File: src/rtl/dump_pkg.sv
// Shared types and constants for the end-of-program memory dumper.
package dump_pkg;

  typedef enum logic [2:0] {
    IDLE,
    DRAIN,
    READ,
    WAIT,
    SEND,
    DONE
  } state_t;

  localparam logic [31:0] TRAP_DEFAULT = 32'h44000300;
  localparam logic [31:0] WORD_BYTES   = 32'd4;

endpackage

File: src/rtl/trap_mem_dumper.sv
// Halts the core on the halt trap and streams data memory [DUMP_BASE, DUMP_END) as {addr, data} beats.
// Optional feature: define DUMP_CHECKSUM_EN to append a checksum beat at address DUMP_END.
module trap_mem_dumper
  import dump_pkg::*;
#(
  parameter logic [31:0] DUMP_BASE    = 32'h2000,
  parameter logic [31:0] DUMP_END     = 32'h2100,
  parameter logic [31:0] TRAP_WORD    = TRAP_DEFAULT,
  parameter int          DRAIN_CYCLES = 4
) (
  input  logic        clock,
  input  logic        reset,
  input  logic [31:0] wb_instr,
  input  logic        wb_valid,
  output logic        halt,
  output logic        mem_rd_en,
  output logic [31:0] mem_addr,
  input  logic [31:0] mem_rdata,
  output logic        dump_valid,
  input  logic        dump_ready,
  output logic [31:0] dump_addr,
  output logic [31:0] dump_data,
  output logic        dump_last,
  output logic        done
);

  if (DUMP_END <= DUMP_BASE || DUMP_BASE[1:0] != 2'b00 || DUMP_END[1:0] != 2'b00 ||
      DRAIN_CYCLES < 1 || DRAIN_CYCLES > 256) begin : g_param_check
    $error("trap_mem_dumper: DUMP_BASE/DUMP_END must be word aligned with END > BASE, DRAIN_CYCLES in 1..256");
  end

  localparam logic [7:0] DRAIN_LAST = 8'(DRAIN_CYCLES - 1);

  state_t      state, state_nxt;
  logic [7:0]  drain_cnt;
  logic        final_beat;

`ifdef DUMP_CHECKSUM_EN
  logic [31:0] csum;
  logic        data_last;

  // The checksum beat is the one that carries last; the final data beat hands over to it.
  assign data_last  = (dump_addr + WORD_BYTES == DUMP_END);
  assign final_beat = (dump_addr == DUMP_END);
`else
  assign final_beat = (dump_addr + WORD_BYTES == DUMP_END);
`endif

  // NOTE: sequential state uses non-blocking assignments so every register samples pre-edge values.
  always_ff @(posedge clock or negedge reset) begin
    if (!reset) state <= IDLE;
    else        state <= state_nxt;
  end

  // NOTE: every combinational output gets a default first so no path infers a latch.
  always_comb begin
    state_nxt = state;
    case (state)
      IDLE:    if (wb_valid && wb_instr == TRAP_WORD) state_nxt = DRAIN;
      DRAIN:   if (drain_cnt == DRAIN_LAST) state_nxt = READ;
      READ:    state_nxt = WAIT;
      WAIT:    state_nxt = SEND;
      SEND: begin
        if (dump_ready) begin
          if (final_beat) state_nxt = DONE;
`ifdef DUMP_CHECKSUM_EN
          else if (data_last) state_nxt = SEND;
`endif
          else state_nxt = READ;
        end
      end
      DONE:    state_nxt = DONE;
      default: state_nxt = IDLE;
    endcase
  end

  always_comb begin
    halt       = (state != IDLE);
    mem_rd_en  = (state == READ);
    dump_valid = (state == SEND);
    dump_last  = (state == SEND) && final_beat;
    done       = (state == DONE);
  end

  // Address/data path; the beat registers only move in WAIT and on a SEND handshake.
  always_ff @(posedge clock or negedge reset) begin
    if (!reset) begin
      drain_cnt <= '0;
      mem_addr  <= DUMP_BASE;
      dump_addr <= DUMP_BASE;
      dump_data <= '0;
    end else begin
      drain_cnt <= (state == DRAIN) ? drain_cnt + 8'd1 : 8'd0;
      case (state)
        WAIT: begin
          dump_addr <= mem_addr;
          dump_data <= mem_rdata;
        end
        SEND: begin
          if (dump_ready) begin
            mem_addr <= mem_addr + WORD_BYTES;
`ifdef DUMP_CHECKSUM_EN
            if (data_last) begin
              dump_addr <= DUMP_END;
              dump_data <= csum;
            end
`endif
          end
        end
        default: ;
      endcase
    end
  end

`ifdef DUMP_CHECKSUM_EN
  always_ff @(posedge clock or negedge reset) begin
    if (!reset)             csum <= '0;
    else if (state == WAIT) csum <= csum + mem_rdata;
  end
`endif

endmodule

File: config.mk
export PLATFORM = sky130hd
export DESIGN_NAME = trap_mem_dumper
export DESIGN_NICKNAME = d
export VERILOG_FILES = /design/src/rtl/dump_pkg.sv /design/src/rtl/trap_mem_dumper.sv
export SDC_FILE = /design/constraint.sdc
export NUM_CORES = 1
export LEC_CHECK = 0
export CAP_MARGIN = 20
export CORE_ASPECT_RATIO = 1.4
export CORE_MARGIN = 4
export CORE_UTILIZATION = 40
export DETAILED_ROUTE_END_ITERATION = 8
export PLACE_DENSITY = 0.75
export SLEW_MARGIN = 20
export SYNTH_ARGS = -nofsm -noshare
export SYNTH_HDL_FRONTEND = slang
export SYNTH_SLANG_ARGS = --single-unit
File: constraint.sdc
create_clock -name clock -period 2.17 [get_ports clock]
set_input_delay 0.5425 -clock clock [delete_from_list [all_inputs] [get_ports clock]]
set_output_delay 0.5425 -clock clock [all_outputs]
set_load 0.005 [all_outputs]
Yosys cells after proc, flatten, opt, wreduce, memory -nomap -nowiden:

Index checks and enable logic that the tools add are counted.

* mux-type cells: 6
* divide/modulo/power cells: 0
* multiply operators: 0
* reductions and logical operators: 6
* shift operators: 0
* $add $sub $neg: 3
* bitwise operators: 0
* magnitude comparators: 0
* equality and inequality tests: 11

Operators by type and width (count)
* adder 32 x 3 -> 32 bit (second input constant): 2
* == test 32 x 14 -> 1 bit (second input constant): 1
* == test 32 x 31 -> 1 bit (second input constant): 1
* one-hot mux 3 bit (6 select lines): 1
* two-way mux 3 bit: 4
* adder 8 x 1 -> 8 bit (second input constant): 1
* == test 8 x 2 -> 1 bit (second input constant): 1
* two-way mux 8 bit: 1
* == test 3 x 2 -> 1 bit (second input constant): 2
* == test 3 bit (second input constant): 2
* != test 2 bit (second input constant): 2
* == test 3 x 1 -> 1 bit (second input constant): 1
* zero test 3 bit: 1
* AND reduction 3 bit: 1
* nonzero test 3 bit: 1
* logical AND 1 bit: 2
* != test 2 x 1 -> 1 bit (second input constant): 1
* AND reduction 2 bit: 1

* word-level logic and storage cells: 31
* bits in latches: 0
* flip-flop bits (word level): 107
* output and inout bits: 101
* memory bits (writable): 0
* memories: 0
* bits of input ports: 68
* memory bits (read-only): 0

Longest topological paths before layout:

Gate-level depths: netlist of the first run.

* depth in word-level cells: 5
* mapped depth: 8

Worst setup path before layout of the first run:

No wires, ideal clock.

* path kind: flip-flop to output port
* from: reg dump_addr[13]
* to: out dump_last
* cell stages (with the launch flop): 6
* setup slack: -0.215 ns
* arrival: 1.842 ns
* cell sequence: dfstp_2 > or4b_1 > nor4_1 > o21ai_1 > a2111oi_0 > and4_1

* word-level cells in the longest chain between the ends: 3

Ends and longest elaborated chain
* start: declaration: RTL line trap_mem_dumper.sv:21 `output logic [31:0] dump_addr,`
* start signal: assignment: RTL line trap_mem_dumper.sv:96 `dump_addr <= mem_addr;`
* adder 32 x 3 -> 32 bit: RTL line trap_mem_dumper.sv:46 `assign final_beat = (dump_addr + WORD_BYTES == DUMP_END);`
* == test 32 x 14 -> 1 bit: RTL line trap_mem_dumper.sv:46
* logical AND 1 bit: RTL line trap_mem_dumper.sv:81 `dump_last = (state == SEND) && final_beat;`
* end: declaration: RTL line trap_mem_dumper.sv:23 `output logic dump_last,`

No other way between the ends.

Worst setup path after layout of the first run:

Ends and elaborated chain as after synthesis.

==> metrics.yaml, run 1 <==
outcome:
  status: "finished with violations"
  violations: "negative setup slack"
drt:
  via_count: 4045
  dr.first_iter.drc_count: 134
  post-route-drc-count: 0
  drtAntennaViolNets: 0
  vias_per_cell: 5.107
  routed_wirelength_um: 13670
  routedWlPerCell_um: 17.27
  drt-pass1-iter-count: 4
yosys:
  ys_seq_elements: 103
  synth_top_area_share: 0.5320
  synth_edf_count: 0
  ys_async_sr_fraction: 1.000
  synth_top_area_cell: "dfrtp_1"
  synth_ff_type: "dfrtp_1"
  synth-seq-area-share: 0.5431
  netlist_area_sq_mm: 0.004751
  syn_avg_cell_area_sq_um: 12.31
  synth_area_leaders: "dfrtp_1 53%, mux2_2 15%, xnor2_1 4.2%, xor2_1 3.1%, nand4_1 2.1%"
  synth_warnings: 0
  yosysUniqueCellTypes: 56
  synth_cells: 386
floorplan:
  start_util: 0.4148
  io-pin-count: 169
  die-area_sq_mm: 0.01371
  die_w_um: 100.1
  row_count: 46
  core_sq_mm: 0.01145
  die_h_um: 137.0
setup_path:
  r2r_end: "state[1]"
  reg2reg_from: "dump_addr[8]"
  crit_arrival_ps: 2370
  r2r_cells: 9
  cpMaxStageDelayCell: "dfstp_2"
  max_stage_delay_ps: 550
  critPathKind: "register to primary output"
  critPathRequiredTime_ps: 1630
  end_kind: "primary output"
  ff2ff_setup_slack_ps: -450
  crit_path_start: "dump_addr[13]"
  start_kind: "register"
  critical_path.cell_chain: "buf_4, nand4_1, nor4_1, mux2i_1, a2111oi_4, and4_1, buf_2"
  crit_fanout: 4
global_routing:
  grt_pass1_wl_um: 21860
  grt-ovfl-total: 0
  grt_pass1_vias: 4376
  antenna_found_initial: 0
  track_usage: 0.2042
  grt_start_max_net_pins: 51
sta:
  holdWs_ps: 132.4
  final_hold_viol_count: 0
  final.setup.tns_ps: -1868
  fin_worst_skew_ps: 5.270
  finalCritPeriodShare: 1.341
  slew_violations: 0
  fmax_mhz: 343.7
  rsz0062_at_grt: "yes"
  setup_ws_ps: -739.9
  finalSetupViolations: 4
  period_needed_ps: 2910
final_layout:
  nets: 713
  fill_cells: 872
  drive_gt1_frac: 0.3117
  final_util: 0.6670
  diodes: 0
  multi_input_area_sq_mm: 0.002202
  area_growth_pct: 60.81
  final-seq-area_sq_mm: 0.002580
  mostFrequentLayoutCells: "157 x clkdlybuf4s50_1, 101 x dfrtp_1, 92 x buf_4"
  final_area_sq_mm: 0.007640
  mostFrequentLayoutCell: "clkdlybuf4s50_1"
cts:
  clock_path_buffers: 2
  root_buffer: "clkbuf_16"
  tritoncts: "built"
  clock-sinks: 103
  cts_buffers: 9
  worstSkewPairLatency_ps: 350
  clk_pin_slew_ps: 70
  htree_levels: 3
worst_hold_path:
  hold_class: "primary input to async pin"
placed_design:
  io_buffers: 164
  place_hpwl_um: 10400
  gp_congestion: 0.8335
  pre_cts_ws_ps: -819.2
  placed_area_sq_mm: 0.007154
power_and_ir_drop:
  power.leakage_nw: 3.491
  ir_drop_uv: 368.4
  cellPowerDensity_mw_per_mm2: 497.1
job:
  cap_violations: 0
through the flow:
stage / total power (W) / cells
floorplan: 0.002040 / 389
global placement: 0.002266 / 765
detailed placement: 0.002273 / 765
CTS: 0.003849 / 784
global route: 0.003961 / 792
finish: 0.003798 / 792
synth_stat cells, drive strengths merged, types with 2 or more instances:
cell	instances
dfrtp	101
mux2	63
xnor2	23
nor2	22
nand2	20
nand3	18
nand4	17
xor2	17
and3	11
buf	11
nor4	11
nor3	7
and4	5
clkbuf	4
inv	4
nor4b	4
or3	4
a21oi	3
o21ai	3
a2111oi	2
a211o	2
a22o	2
a31oi	2
and2	2
and4b	2
dfstp	2
ha	2
mux2i	2
nor3b	2
or4	2
sequential cells by signal, indices dropped and copies added, names as in the netlist:
name,count
state,3
dump_data,32
mem_addr,30
drain_cnt,8
dump_addr,30
worst max path at each step:
| stage | endpoint | slack, ps |
|---|---|---|
| floorplan | dump_last | -130 |
| global placement | dump_last | -780 |
| detailed placement | dump_last | -820 |
| CTS | dump_last | -870 |
| global route | dump_last | -890 |
| finish | dump_last | -740 |
critical path, delay by kind of cell, from the launching register on:
family / cells / cell delay [ps]
AO/OA/AOI/OAI: 1 / 360
buffers and inverters: 2 / 240
flip-flops: 1 / 550
multiplexers: 1 / 220
AND/OR/NAND/NOR: 3 / 650
cell type report:
| type | count | area share |
|---|---|---|
| Sequential cell | 103 | 0.3377 |
| Multi-Input combinational cell | 267 | 0.2882 |
| Inverter | 4 | 0.001965 |
| Clock inverter | 6 | 0.006551 |
| Clock buffer | 10 | 0.03128 |
| Timing Repair Buffer | 258 | 0.3107 |
| Tap cell | 144 | 0.02358 |
routing by layer:
metal  vias up  global-route usage  share of wire
li1       1917                   -              -
met5         -                   0              0
met1      1985              0.2241           0.36
met4         0             0.08839          0.027
met2       117              0.3675           0.56
met3        26             0.05507          0.056
report_power, final:
part	switching, W	total (W)	internal [W]
logic	0.0000822	0.000267	0.000185
clock network	0.000743	0.00157	0.000824
registers	0.0000157	0.00196	0.00195
total	0.000841	0.00380	0.00296
what timing repair did:
item | 4_1_cts | 5_1_grt
gates cloned | 0 | 0
hold buffers | 0 | 0
buffers inserted | 3 | 8
pin swaps | 7 | 11
resized for setup | 13 | 19
setup endpoints to repair | 12 | 11
endpoints found under the hold margin | 0 | 0
kinds of logic after synthesis:
logic type,Yosys count,synth area share
other,1,0.0007893
xor gates and xnor gates,40,0.07374
AOI/OAI and AO/OA,23,0.03687
buffers and inverters,19,0.02265
adders and majority gates,2,0.005266
DFF,103,0.5431
muxes,65,0.1535
and+or+nand+nor,133,0.1641
Note: power is estimated with default switching activity, not from simulation.
==> run 2: changes to the inputs <==
CTS_BUF_LIST = sky130_fd_sc_hd__clkbuf_4 sky130_fd_sc_hd__clkbuf_8   (was unset)
CTS_CLUSTER_SIZE = 8   (was unset)
==> metrics.yaml, run 2 (synthesis results as in run 1) <==
floorplan:
  die_h_um: 137.0  # unchanged
  start_util: 0.4148  # unchanged
  row_count: 46  # unchanged
  io-pin-count: 169  # unchanged
  core_sq_mm: 0.01145  # unchanged
  die-area_sq_mm: 0.01371  # unchanged
  die_w_um: 100.1  # unchanged
setup_path:
  critPathRequiredTime_ps: 1630  # about the same
  end_kind: "primary output"  # unchanged
  critPathKind: "register to primary output"  # unchanged
  crit_fanout: 3  # was 4
  crit_arrival_ps: 2360  # was 2370 ps
  start_kind: "register"  # unchanged
cts:
  tritoncts: "built"  # unchanged
  worstSkewPairLatency_ps: 370  # was 350 ps
  cts_buffers: 9  # unchanged
  clock-sinks: 103  # unchanged
  cts_hold_buffers: 0  # unchanged
  root_buffer: "clkbuf_8"  # was clkbuf_16
  clk_pin_slew_ps: 110  # was 70 ps
  htree_levels: 3  # unchanged
  clock_path_buffers: 2  # unchanged
placed_design:
  post-place-cells: 765  # unchanged
  place_hpwl_um: 10400  # unchanged
  io_buffers: 164  # unchanged
  gp_congestion: 0.8335  # unchanged
  placed_area_sq_mm: 0.007154  # unchanged
drt:
  via_count: 4065  # was 4045
  post-route-drc-count: 0  # unchanged
  drtAntennaViolNets: 0  # unchanged
  drt-pass1-iter-count: 4  # unchanged
  routed_wirelength_um: 13660  # was 13670 um
  vias_per_cell: 5.107  # about the same
  dr.first_iter.drc_count: 124  # was 134
  routedWlPerCell_um: 17.15  # was 17.27 um
job:
  cap_violations: 0  # unchanged
sta:
  final_hold_viol_count: 0  # unchanged
  finalSetupViolations: 4  # unchanged
  rsz0062_at_grt: "yes"  # unchanged
  fmax_mhz: 344.4  # was 343.7 MHz
  finalCritPeriodShare: 1.338  # was 1.341
  holdWs_ps: 105.7  # was 132.4 ps
  slew_violations: 0  # unchanged
  setup_ws_ps: -733.8  # was -739.9 ps
  period_needed_ps: 2904  # was 2910 ps
  fin_worst_skew_ps: 11.52  # was 5.270 ps
final_layout:
  mostFrequentLayoutCell: "clkdlybuf4s50_1"  # unchanged
  area_growth_pct: 58.94  # was 60.81%
  final_area_sq_mm: 0.007551  # was 0.007640 sq mm
  mostFrequentLayoutCells: "157 x clkdlybuf4s50_1, 101 x dfrtp_1, 96 x buf_4"  # was 157 x clkdlybuf4s50_1, 101 x dfrtp_1, 92 x buf_4
  fill_cells: 882  # was 872
  reg_top3: "dump_data (32), dump_addr (30), mem_addr (30)"  # unchanged
  drive_gt1_frac: 0.3144  # was 0.3117
  diodes: 0  # unchanged
  regMostFlops: "dump_data"  # unchanged
  nets: 717  # was 713
  final_util: 0.6593  # was 0.6670
  instances_no_fill: 796  # was 792
  largest_reg_flops: 32  # unchanged
worst_hold_path:
  hold_class: "primary input to async pin"  # unchanged
global_routing:
  antenna_found_initial: 0  # unchanged
  track_usage: 0.2021  # was 0.2042
  grt_pass1_vias: 4404  # was 4376
  grt-ovfl-total: 0  # unchanged
  grt_pass1_wl_um: 21780  # was 21860 um
  grt_start_max_net_pins: 51  # unchanged
outcome:
  violations: "negative setup slack"  # unchanged
  status: "finished with violations"  # unchanged
power_and_ir_drop:
  finalPower_w: 0.003394  # was 0.003798 W
  cellPowerDensity_mw_per_mm2: 449.4  # was 497.1 mW/mm^2
  ir_drop_uv: 368.1  # was 368.4 uV
  power.leakage_nw: 3.419  # was 3.491 nW
-- run 2: cell types whose count changed in the layout (fill, tap and decap cells not counted), moves of 2 or more --
cell,delta
buf_4,+4
nor4_2,+2
dlygate4sd2_1,+3
dlymetal6s2s_1,-3
clkbuf_16,-9
clkbuf_8,+9
-- run 2: metrics by stage --
step / setup WS (ps) / setup TNS [ps]
2_1_floorplan: -127.2 / -176.8
3_3_place_gp: -784.2 / -5422
3_5_place_dp: -819.2 / -5737
4_1_cts: -907.2 / -1855
5_1_grt: -891.2 / -2504
6_report: -733.8 / -1941
-- run 2: path summary, 6_finish.rpt --
check                                   from  slack, ps            to  depth (start not counted)
worst max register to register  dump_addr[8]       -480      state[1]                          9
worst max-delay path            dump_addr[8]       -730     dump_last                          7
max in group asynchronous              reset       1340  mem_addr[13]                          2
min in group clock              mem_addr[31]        510  mem_addr[31]                          1
worst min register to register  mem_addr[31]        510  mem_addr[31]                          1
worst min-delay path                   reset        110  mem_addr[22]                          1
-- run 2: where the power goes --
group          switching (W)  internal, W  total (W)
registers          0.0000156      0.00195    0.00196
clock network       0.000699     0.000463    0.00116
logic              0.0000821     0.000185   0.000267
total               0.000797      0.00260    0.00339
-- run 2: critical path, cell delays in order, from the launching register on --
cell and delay, ps:
dfrtp_1 400, buf_4 140, or4b_1 530, nor4_2 180, o21ai_2 130, a2111oi_4 220, and4_1 260, buf_2 120
-- run 2: layout make-up --
type / instances / area [sq um] / share of cell area
inverters: 4 / 15.01 / 0.001988
well taps: 144 / 180.2 / 0.02386
multi-input cells: 267 / 2196 / 0.2908
flip-flops and latches: 103 / 2580 / 0.3417
clock buffers: 10 / 137.6 / 0.01823
clock inverters: 6 / 50.05 / 0.006628
repair buffers: 262 / 2392 / 0.3168
-- run 2: layer usage --
layer,track usage,routed length (um),vias up
li1,-,-,1917
met1,0.2249,4979,2015
met2,0.3649,7565,106
met3,0.05252,722,27
met4,0.08090,387,0
met5,0,0,-
-- run 2: timing repair --
item | in CTS | in global routing
gates resized for setup | 17 | 13
pin swaps | 7 | 11
setup endpoints to repair | 12 | 6
buffers inserted | 6 | 9
